## config.mk

```make
export PLATFORM = sky130hd
export DESIGN_NAME = key_onehot_arbiter
export DESIGN_NICKNAME = d
export VERILOG_FILES = /design/src/rtl/key_pkg.sv /design/src/rtl/key_debounce.sv /design/src/rtl/key_onehot_arbiter.sv
export SDC_FILE = /design/constraint.sdc
export NUM_CORES = 1
export LEC_CHECK = 0
export BUFFER_PORTS_ARGS = -buffer_cell sky130_fd_sc_hd__buf_2
export CORE_ASPECT_RATIO = 1.4
export CORE_MARGIN = 2
export CORE_UTILIZATION = 46
export CTS_BUF_LIST = sky130_fd_sc_hd__clkbuf_2 sky130_fd_sc_hd__clkbuf_4 sky130_fd_sc_hd__clkbuf_8
export DETAILED_ROUTE_END_ITERATION = 8
export SYNTH_ARGS = -nofsm -noshare
export SYNTH_HDL_FRONTEND = slang
export SYNTH_SLANG_ARGS = --single-unit
```

## constraint.sdc

```tcl
create_clock -name clk -period 4 [get_ports clk]
set_clock_uncertainty 0.2 [all_clocks]
set_input_delay 0.8 -clock clk [delete_from_list [all_inputs] [get_ports clk]]
set_output_delay 0.8 -clock clk [all_outputs]
set_load 0.02 [all_outputs]
```

## src/rtl/key_pkg.sv

```systemverilog
// Shared definitions for the push-button arbiter slice.
//   NKEYS    : number of button lines handled by the arbiter
//   state_t  : arbiter FSM states (IDLE = waiting, ISSUE = code held for consumer)
//   onehot4  : converts a 2-bit grant index into the 4-bit one-hot code
package key_pkg;

    localparam int unsigned NKEYS = 4;

    typedef enum logic {
        ST_IDLE  = 1'b0,
        ST_ISSUE = 1'b1
    } state_t;

    function automatic logic [NKEYS-1:0] onehot4(input logic [1:0] grant);
        logic [NKEYS-1:0] v;
        v        = '0;
        v[grant] = 1'b1;
        return v;
    endfunction

endpackage

```

## src/rtl/key_debounce.sv

```systemverilog
// Per-key front end: 2-flop synchroniser, debounce counter and press detector.
// A level change on the synchronised line is accepted only after it has been
// seen for DB_CYCLES consecutive clocks; any return to the accepted level
// restarts the count.
// Ports:
//   clk  in  system clock
//   rst  in  asynchronous active-high reset
//   key  in  raw asynchronous button line, active high
//   rise out one-cycle pulse when the debounced level goes 0 -> 1
module key_debounce #(
    parameter int unsigned DB_CYCLES = 16,
    parameter int unsigned DB_W      = 5
) (
    input  logic clk,
    input  logic rst,
    input  logic key,
    output logic rise
);

    localparam logic [DB_W-1:0] CNT_LAST = DB_W'(DB_CYCLES - 1);

    logic            s1;
    logic            s2;
    logic            stable;
    logic            stable_d;
    logic [DB_W-1:0] cnt;

    always_ff @(posedge clk or posedge rst) begin
        if (rst) begin
            s1       <= 1'b0;
            s2       <= 1'b0;
            stable   <= 1'b0;
            stable_d <= 1'b0;
            cnt      <= '0;
        end else begin
            s1       <= key;
            s2       <= s1;
            stable_d <= stable;
            if (s2 == stable) begin
                cnt <= '0;
            end else if (cnt == CNT_LAST) begin
                stable <= s2;
                cnt    <= '0;
            end else begin
                cnt <= cnt + 1'b1;
            end
        end
    end

    // Releases are debounced too, but only presses are reported.
    assign rise = stable & ~stable_d;

endmodule

```

## src/rtl/key_onehot_arbiter.sv

```systemverilog
// Push-button request arbiter feeding a 4-to-2 enabled encoder.
// Each debounced press is latched as a pending request; requests are issued
// one at a time as a one-hot code on D with EN, chosen round-robin starting at
// ptr, and held until the consumer acknowledges.
// Ports:
//   clk      in   system clock
//   rst      in   asynchronous active-high reset
//   key      in   4 raw button lines, active high
//   ack      in   consumer has taken the current code (sampled only in ISSUE)
//   D        out  one-hot code, zero when idle
//   EN       out  valid, high exactly while D != 0
//   pending  out  presses latched but not yet issued
//   overrun  out  sticky: press arrived while that key was already pending
module key_onehot_arbiter
    import key_pkg::*;
#(
    parameter int unsigned DB_CYCLES = 16,
    parameter int unsigned DB_W      = 5
) (
    input  logic             clk,
    input  logic             rst,
    input  logic [NKEYS-1:0] key,
    input  logic             ack,
    output logic [NKEYS-1:0] D,
    output logic             EN,
    output logic [NKEYS-1:0] pending,
    output logic             overrun
);

    logic [NKEYS-1:0] rise;
    logic [NKEYS-1:0] clr;
    logic [NKEYS-1:0] d_next;
    logic [NKEYS-1:0] pend_next;
    logic             en_next;
    logic             ovr_next;
    logic [1:0]       ptr;
    logic [1:0]       ptr_next;
    logic [1:0]       grant;
    logic [1:0]       grant_next;
    logic [1:0]       pick;
    logic [1:0]       idx;
    logic             pick_valid;
    state_t           state;
    state_t           state_next;

    for (genvar i = 0; i < NKEYS; i++) begin : g_key
        key_debounce #(
            .DB_CYCLES(DB_CYCLES),
            .DB_W     (DB_W)
        ) u_db (
            .clk (clk),
            .rst (rst),
            .key (key[i]),
            .rise(rise[i])
        );
    end

    // Round-robin search: first pending bit at ptr, ptr+1, ... (2-bit add wraps mod 4).
    always_comb begin
        pick       = '0;
        pick_valid = 1'b0;
        idx        = '0;
        for (int unsigned k = 0; k < NKEYS; k++) begin
            idx = ptr + 2'(k);
            if (!pick_valid && pending[idx]) begin
                pick       = idx;
                pick_valid = 1'b1;
            end
        end
    end

    always_comb begin
        state_next = state;
        d_next     = D;
        en_next    = EN;
        ptr_next   = ptr;
        grant_next = grant;
        clr        = '0;
        case (state)
            ST_IDLE: begin
                if (pick_valid) begin
                    grant_next = pick;
                    clr        = onehot4(pick);
                    d_next     = onehot4(pick);
                    en_next    = 1'b1;
                    state_next = ST_ISSUE;
                end
            end
            ST_ISSUE: begin
                if (ack) begin
                    d_next     = '0;
                    en_next    = 1'b0;
                    ptr_next   = grant + 2'd1;
                    state_next = ST_IDLE;
                end
            end
            default: state_next = ST_IDLE;
        endcase
        // A new press on the bit being granted this cycle re-arms it (set wins)
        // and is not an overrun, since the previous request is being consumed.
        pend_next = (pending & ~clr) | rise;
        ovr_next  = overrun | (|(rise & pending & ~clr));
    end

    always_ff @(posedge clk or posedge rst) begin
        if (rst) begin
            state   <= ST_IDLE;
            D       <= '0;
            EN      <= 1'b0;
            ptr     <= '0;
            grant   <= '0;
            pending <= '0;
            overrun <= 1'b0;
        end else begin
            state   <= state_next;
            D       <= d_next;
            EN      <= en_next;
            ptr     <= ptr_next;
            grant   <= grant_next;
            pending <= pend_next;
            overrun <= ovr_next;
        end
    end

endmodule

```

==> After elaboration in Yosys (flattened, before gate mapping) <==
Cells that the tools add are included.
{ "totals": {"ram_bits": 0, "register_bits": 51, "out_inout_bits": 10, "rom_bits": 0, "mem_count": 0, "latch_bits": 0} }
{ "op_classes": {"reduce_logical": 15, "mul": 0, "bitwise_logic": 19, "n_mux": 37, "n_div": 0, "n_addsub": 8, "shifts": 0, "magnitude_cmp": 6, "n_eq_ne": 10} }
{ "op_table": {"columns": ["cell", "n"], "rows": [
  ["two-way mux 5 bit", 8],
  ["adder 5 x 1 -> 5 bit, second input constant", 4],
  ["== test 5 x 4 -> 1 bit, second input constant", 4],
  ["two-way mux 4 bit", 4],
  ["less-than comparator 2 x 3 -> 1 bit, second input constant", 5],
  ["AND reduction 2 bit", 7],
  ["two-way mux 1 bit", 13],
  ["bitwise AND 4 bit", 3],
  ["inverter 1 bit", 9],
  ["binary-select mux 1 bit (select 2 bit)", 4],
  ["two-way mux 2 bit", 4],
  ["case mux 4 bit (2 select lines)", 1],
  ["adder 2 x 1 -> 2 bit, second input constant", 2],
  ["adder 2 bit, second input constant", 2],
  ["bitwise AND 1 bit", 4],
  ["== test 1 bit", 4],
  ["logical AND 1 bit", 4],
  ["inequality test 2 bit, second input constant", 2],
  ["inverter 4 bit", 1],
  ["bitwise OR 4 bit", 1],
  ["case mux 1 bit (2 select lines)", 2],
  ["OR reduction 4 bit", 1],
  ["zero test 1 bit", 3],
  ["demux 1 bit (select 2 bit)", 1],
  ["other kinds (2)", 2]
]} }

==> Logic depth before layout (Yosys ltp) <==
{ "logic_depth": {"word_depth": 22, "depth_mapped": 6} }

==> By module <==
From an unflattened synthesis, not the netlist that was laid out.
{ "unflattened": {"hier_cells": 195, "hier_area_um2": 2179.6} }
{ "modules_own_cells": {"columns": ["module", "n_inst", "area_each_um2", "cells_per_inst", "seq_area_each_um2"], "rows": [
  ["key_debounce", 4, 342.8, 26, 225.2],
  ["key_onehot_arbiter", 1, 808.3, 91, 375.4]
]} }

==> Worst setup path after synthesis <==
OpenSTA, ideal clock, no wires.
{ "synth_timing": {"path_kind": "flip-flop to flip-flop", "start": "reg pending[0]", "end": "reg pending[3]", "period_less_slack_ns": 1.927, "t_required_ns": 3.682, "t_arrival_ns": 1.609, "path_stages_with_launch": 5, "slack_ns": 2.073, "n_path_buf": 0, "path_cell_list": "dfrtp_1 -> and2_4 -> a221o_2 -> or3_1 -> a21o_1"} }
{ "synth_via": {"elab_chain_len": 21, "elab_cells_between_ends": 32} }
{ "synth_rtl": {"columns": ["element", "line_no", "text"], "rows": [
  ["start, declared", "key_onehot_arbiter.sv:26", "output logic [NKEYS-1:0] pending,"],
  ["start signal, assigned", "key_onehot_arbiter.sv:120", "pending <= pend_next;"],
  ["binary-select mux 1 bit (select 2 bit)", "key_onehot_arbiter.sv:65", "if (!pick_valid && pending[idx]) begin"],
  ["two-way mux 1 bit (not written as such)", "key_onehot_arbiter.sv:65", null],
  ["two-way mux 1 bit", "key_onehot_arbiter.sv:65", null],
  ["zero test 1 bit", "key_onehot_arbiter.sv:65", null],
  ["logical AND 1 bit", "key_onehot_arbiter.sv:65", null],
  ["two-way mux 1 bit", "key_onehot_arbiter.sv:65", null],
  ["zero test 1 bit", "key_onehot_arbiter.sv:65", null],
  ["logical AND 1 bit", "key_onehot_arbiter.sv:65", null],
  ["[6 not listed]", null, null],
  ["two-way mux 1 bit (not written as such)", "key_pkg.sv:17", "v[grant] = 1'b1;"],
  ["demux 1 bit (select 2 bit)", "key_pkg.sv:17", null],
  ["two-way mux 4 bit *", "key_onehot_arbiter.sv:81", "if (pick_valid) begin"],
  ["two-way mux 4 bit *", "key_onehot_arbiter.sv:79", "case (state)"],
  ["inverter 4 bit *", "key_onehot_arbiter.sv:101", "pend_next = (pending & ~clr) | rise;"],
  ["bitwise AND 4 bit *", "key_onehot_arbiter.sv:101", null],
  ["bitwise OR 4 bit *", "key_onehot_arbiter.sv:101", null],
  ["named net pend_next[3]", "key_onehot_arbiter.sv:33", "logic [NKEYS-1:0] pend_next;"]
]} }
The timed path passes the listed nets; every way through them passes the cells marked *. The select of a mux whose other input is x is not followed.
A chain may end at the register's enable or synchronous reset.

==> Final worst setup path <==
{ "layout_timing": {"start": "reg pending[0]", "end": "reg overrun"} }
{ "layout_via": {"elab_chain_len": 22, "elab_cells_between_ends": 34} }
{ "layout_rtl": {"columns": ["element", "line_no", "text"], "rows": [
  ["binary-select mux 1 bit (select 2 bit)", "key_onehot_arbiter.sv:65", null],
  ["two-way mux 1 bit (not written as such)", "key_onehot_arbiter.sv:65", null],
  ["two-way mux 1 bit", "key_onehot_arbiter.sv:65", null],
  ["zero test 1 bit", "key_onehot_arbiter.sv:65", null],
  ["logical AND 1 bit", "key_onehot_arbiter.sv:65", null],
  ["two-way mux 1 bit", "key_onehot_arbiter.sv:65", null],
  ["zero test 1 bit", "key_onehot_arbiter.sv:65", null],
  ["logical AND 1 bit", "key_onehot_arbiter.sv:65", null],
  ["[7 not listed]", null, null],
  ["demux 1 bit (select 2 bit)", "key_pkg.sv:17", null],
  ["two-way mux 4 bit", "key_onehot_arbiter.sv:81", null],
  ["two-way mux 4 bit", "key_onehot_arbiter.sv:79", null],
  ["inverter 4 bit", "key_onehot_arbiter.sv:102", "ovr_next = overrun | (|(rise & pending & ~clr));"],
  ["bitwise AND 4 bit *", "key_onehot_arbiter.sv:102", null],
  ["OR reduction 4 bit *", "key_onehot_arbiter.sv:102", null],
  ["bitwise OR 1 bit *", "key_onehot_arbiter.sv:102", null],
  ["named net ovr_next", "key_onehot_arbiter.sv:35", "logic ovr_next;"],
  ["end signal, assigned", "key_onehot_arbiter.sv:121", "overrun <= ovr_next;"],
  ["end, declared", "key_onehot_arbiter.sv:27", "output logic overrun"]
]} }
Marks and branches as above.

==> qor.yml <==
worst_setup_path:
  slowest_stage: "nor4_1"
  cp.required_ps: 4010
  worstPathMaxFanout: 10
  cp-start-kind: "register"
  timing.critical_path.buf_inv: 0
  critPathTopFamily: "simple AND/OR/NAND/NOR gates"
  crit_chain: "nor4_1, or2_1, a211oi_1, o21a_1, o211ai_1"
  reg2reg_slack_ps: 1980
  crit_path_end_kind: "register"
  reg2reg_depth: 5
  crit_path_start: "pending[0]$_DFF_PP0_"
  critical_path_depth: 5
  worstSetupPathType: "reg -> reg"
  reg2reg_from: "pending[0]$_DFF_PP0_"
  r2r_end: "overrun$_DFF_PP0_"
  cp.arrival_ps: 2030
  cp-endpoint: "overrun$_DFF_PP0_"
  max_stage_delay_ps: 480
timing:
  setup_viol: 0
  fmax_mhz: 495
  final_hold_viol_count: 0
  slew_viol_final: 0
  post-route-period-util_pct: 50.5
  rsz0062_at_grt: "no"
  setup_tns_ps: 0
  worst_slack_ps: 1980
  tightest_slew_ps: 1020
  relSlewSlack_pct: 31.8
  layout_min_cycle_time_ps: 2020
detailed_routing:
  wire_per_inst_um: 12.6
  drc: 0
  drt_iter0_drc: 60
  ant_nets: 0
  wl_um: 3200
  viasPerCell: 5.07
  firstDrtPassIters: 3
  vias: 1283
clocking:
  cts_buffers: 5
  cts_hold_buf: 0
  insertion_delay_ps: 290
  cts_tree: "built"
  clock_sinks: 51
  cts_max_level: 2
  cts_setup_buffers: 0
  cts_buffer_depth: 2
  path_clk_slew_ps: 80
  cts_resized: 0
  clock-root-buffer: "clkbuf_8"
final_layout:
  stdcell_area_um2: 2260
  area_growth_pct: 10.8
  drive_gt1_share_pct: 16.6
  final_cell_mix: "dfrtp_1, nor2_1, buf_2"
  final_common_cell: "dfrtp_1"
  multi_input_area_um2: 724
  finalNetCount: 205
  seqCellArea_um2: 1280
  nFillCells: 389
  antenna_cells: 0
hold_path:
  min_from: "g_key[3].u_db.s1$_DFF_PP0_"
  worst_hold_path.num_cells: 0
  hold_class: "reg -> reg"
place:
  gp_congestion: 0.760
  placed_cell_area_um2: 2190
  dp_slack_ps: 1990
  port_buffers: 16
  hpwl_um: 2310
synth:
  avgSynthCellArea_um2: 11.8
  syn_inst: 173
  synth_nets: 184
  ys_warn_count: 0
  synth_area_leaders: "dfrtp_1, xor2_1, nand3_1"
  synth_top_area_share_pct: 62.5
  ys_types: 34
  ys_ff_latch: 51
  ys_seq_area_share_pct: 62.5
  yosys.area.top_type: "dfrtp_1"
  synth_area_um2: 2040
floorplanning:
  die_area_um2: 5000
  die_width_um: 60.3
  die_h_um: 82.8
  io_pins: 17
  initial_core_util_pct: 48.2
  rows: 28
  core_area_um2: 4240
grt:
  antenna_found_initial: 0
  grt.overflow.total: 0
  grt_usage_pct: 15.0
  grt_max_degree: 52
  grt_pass1_vias: 1309
  grt_pass1_wl_um: 5620
outcome:
  status: "completed"
power_and_ir_drop:
  power_density_nw_per_um2: 450
  power.leakage_uw: 0.00119
  power.total_uw: 1020
  peakVddDrop_v: 0.000256
job:
  cap_violations: 0
## Yosys cell counts (all sizes together)
cell / n
dfrtp: 51
nor2: 17
nand3: 14
xor2: 12
nand2: 11
inv: 8
o21ai: 8
and2: 7
and3: 5
a21o: 4
ha: 4
mux2: 4
nand2b: 3
nor2b: 3
a211oi: 2
mux2i: 2
o311ai: 2
o31ai: 2
a221o: 1
a22o: 1
and3b: 1
buf: 1
clkbuf: 1
nor3: 1
nor4: 1
o211ai: 1
o21a: 1
o221ai: 1
o2bb2ai: 1
or2: 1
or3: 1
xnor2: 1
## registers in the layout, indices dropped and copies added, names as in the netlist
name and count:
g_key.u_db.s1 4, pending 4, g_key.u_db.stable_d 4, ptr 2, g_key.u_db.s2 4, g_key.u_db.stable 4, D 4, overrun 1
state 1, grant 2, EN 1, g_key.u_db.cnt 20
## power breakdown
part           switching, uW  total (uW)  internal (uW)
logic                   89.6         147           57.6
registers               37.5         604            566
clock network            143         266            123
total                    270        1020            747
## worst register-to-register path: cells and delay by family (launching register included)
kind | cells | cell delay, ps
compound gates | 3 | 450
flops | 1 | 450
simple gates | 2 | 840
## final cells by class
class | count | share of cell area, %
clock buffers | 6 | 3.37
inverters | 8 | 1.33
multi-input cells | 112 | 32.0
flip-flops and latches | 51 | 56.4
well taps | 60 | 3.32
repair buffers | 16 | 3.54
## cells by family (layout without fill, tap and decap cells)
kind of cell	count (synthesis)	in the layout	share of synthesized area, %
AOI/OAI and AO/OA	24	24	8.39
xor gates and xnor gates	13	13	5.58
DFF	51	51	62.5
muxes	6	6	3.19
and+or+nand+nor	65	65	15.9
buffers and inverters	10	30	2.02
adders and majority gates	4	4	2.45
## stage by stage
| stage | hold slack (ps) | utilization (%) | std cells |
|---|---|---|---|
| 2_1_floorplan | 131 | - | 173 |
| 3_3_place_gp | 132 | 51.6 | 247 |
| 3_5_place_dp | 136 | 51.6 | 247 |
| 4_1_cts | 155 | 53.4 | 253 |
| 5_1_grt | 165 | 53.4 | 253 |
| 6_report | 150 | 53.4 | 253 |
## per-layer routing
layer | up-vias | GRT usage (%) | wire length, um
met3 | 5 | 4.36 | 107
met5 | - | 0 | 0
met4 | 0 | 6.06 | 64
li1 | 623 | - | -
met1 | 637 | 17.4 | 1360
met2 | 18 | 25.1 | 1670
## worst min path at each step
stage | end | slack [ps]
after global placement | g_key[1].u_db.s2$_DFF_PP0_ | 130
final | g_key[3].u_db.s2$_DFF_PP0_ | 150
after floorplan | g_key[0].u_db.s2$_DFF_PP0_ | 130
after detailed placement | g_key[3].u_db.s2$_DFF_PP0_ | 140
after global routing | g_key[1].u_db.s2$_DFF_PP0_ | 170
after CTS | g_key[3].u_db.s2$_DFF_PP0_ | 150
Note: power is estimated with default switching activity, not from simulation.
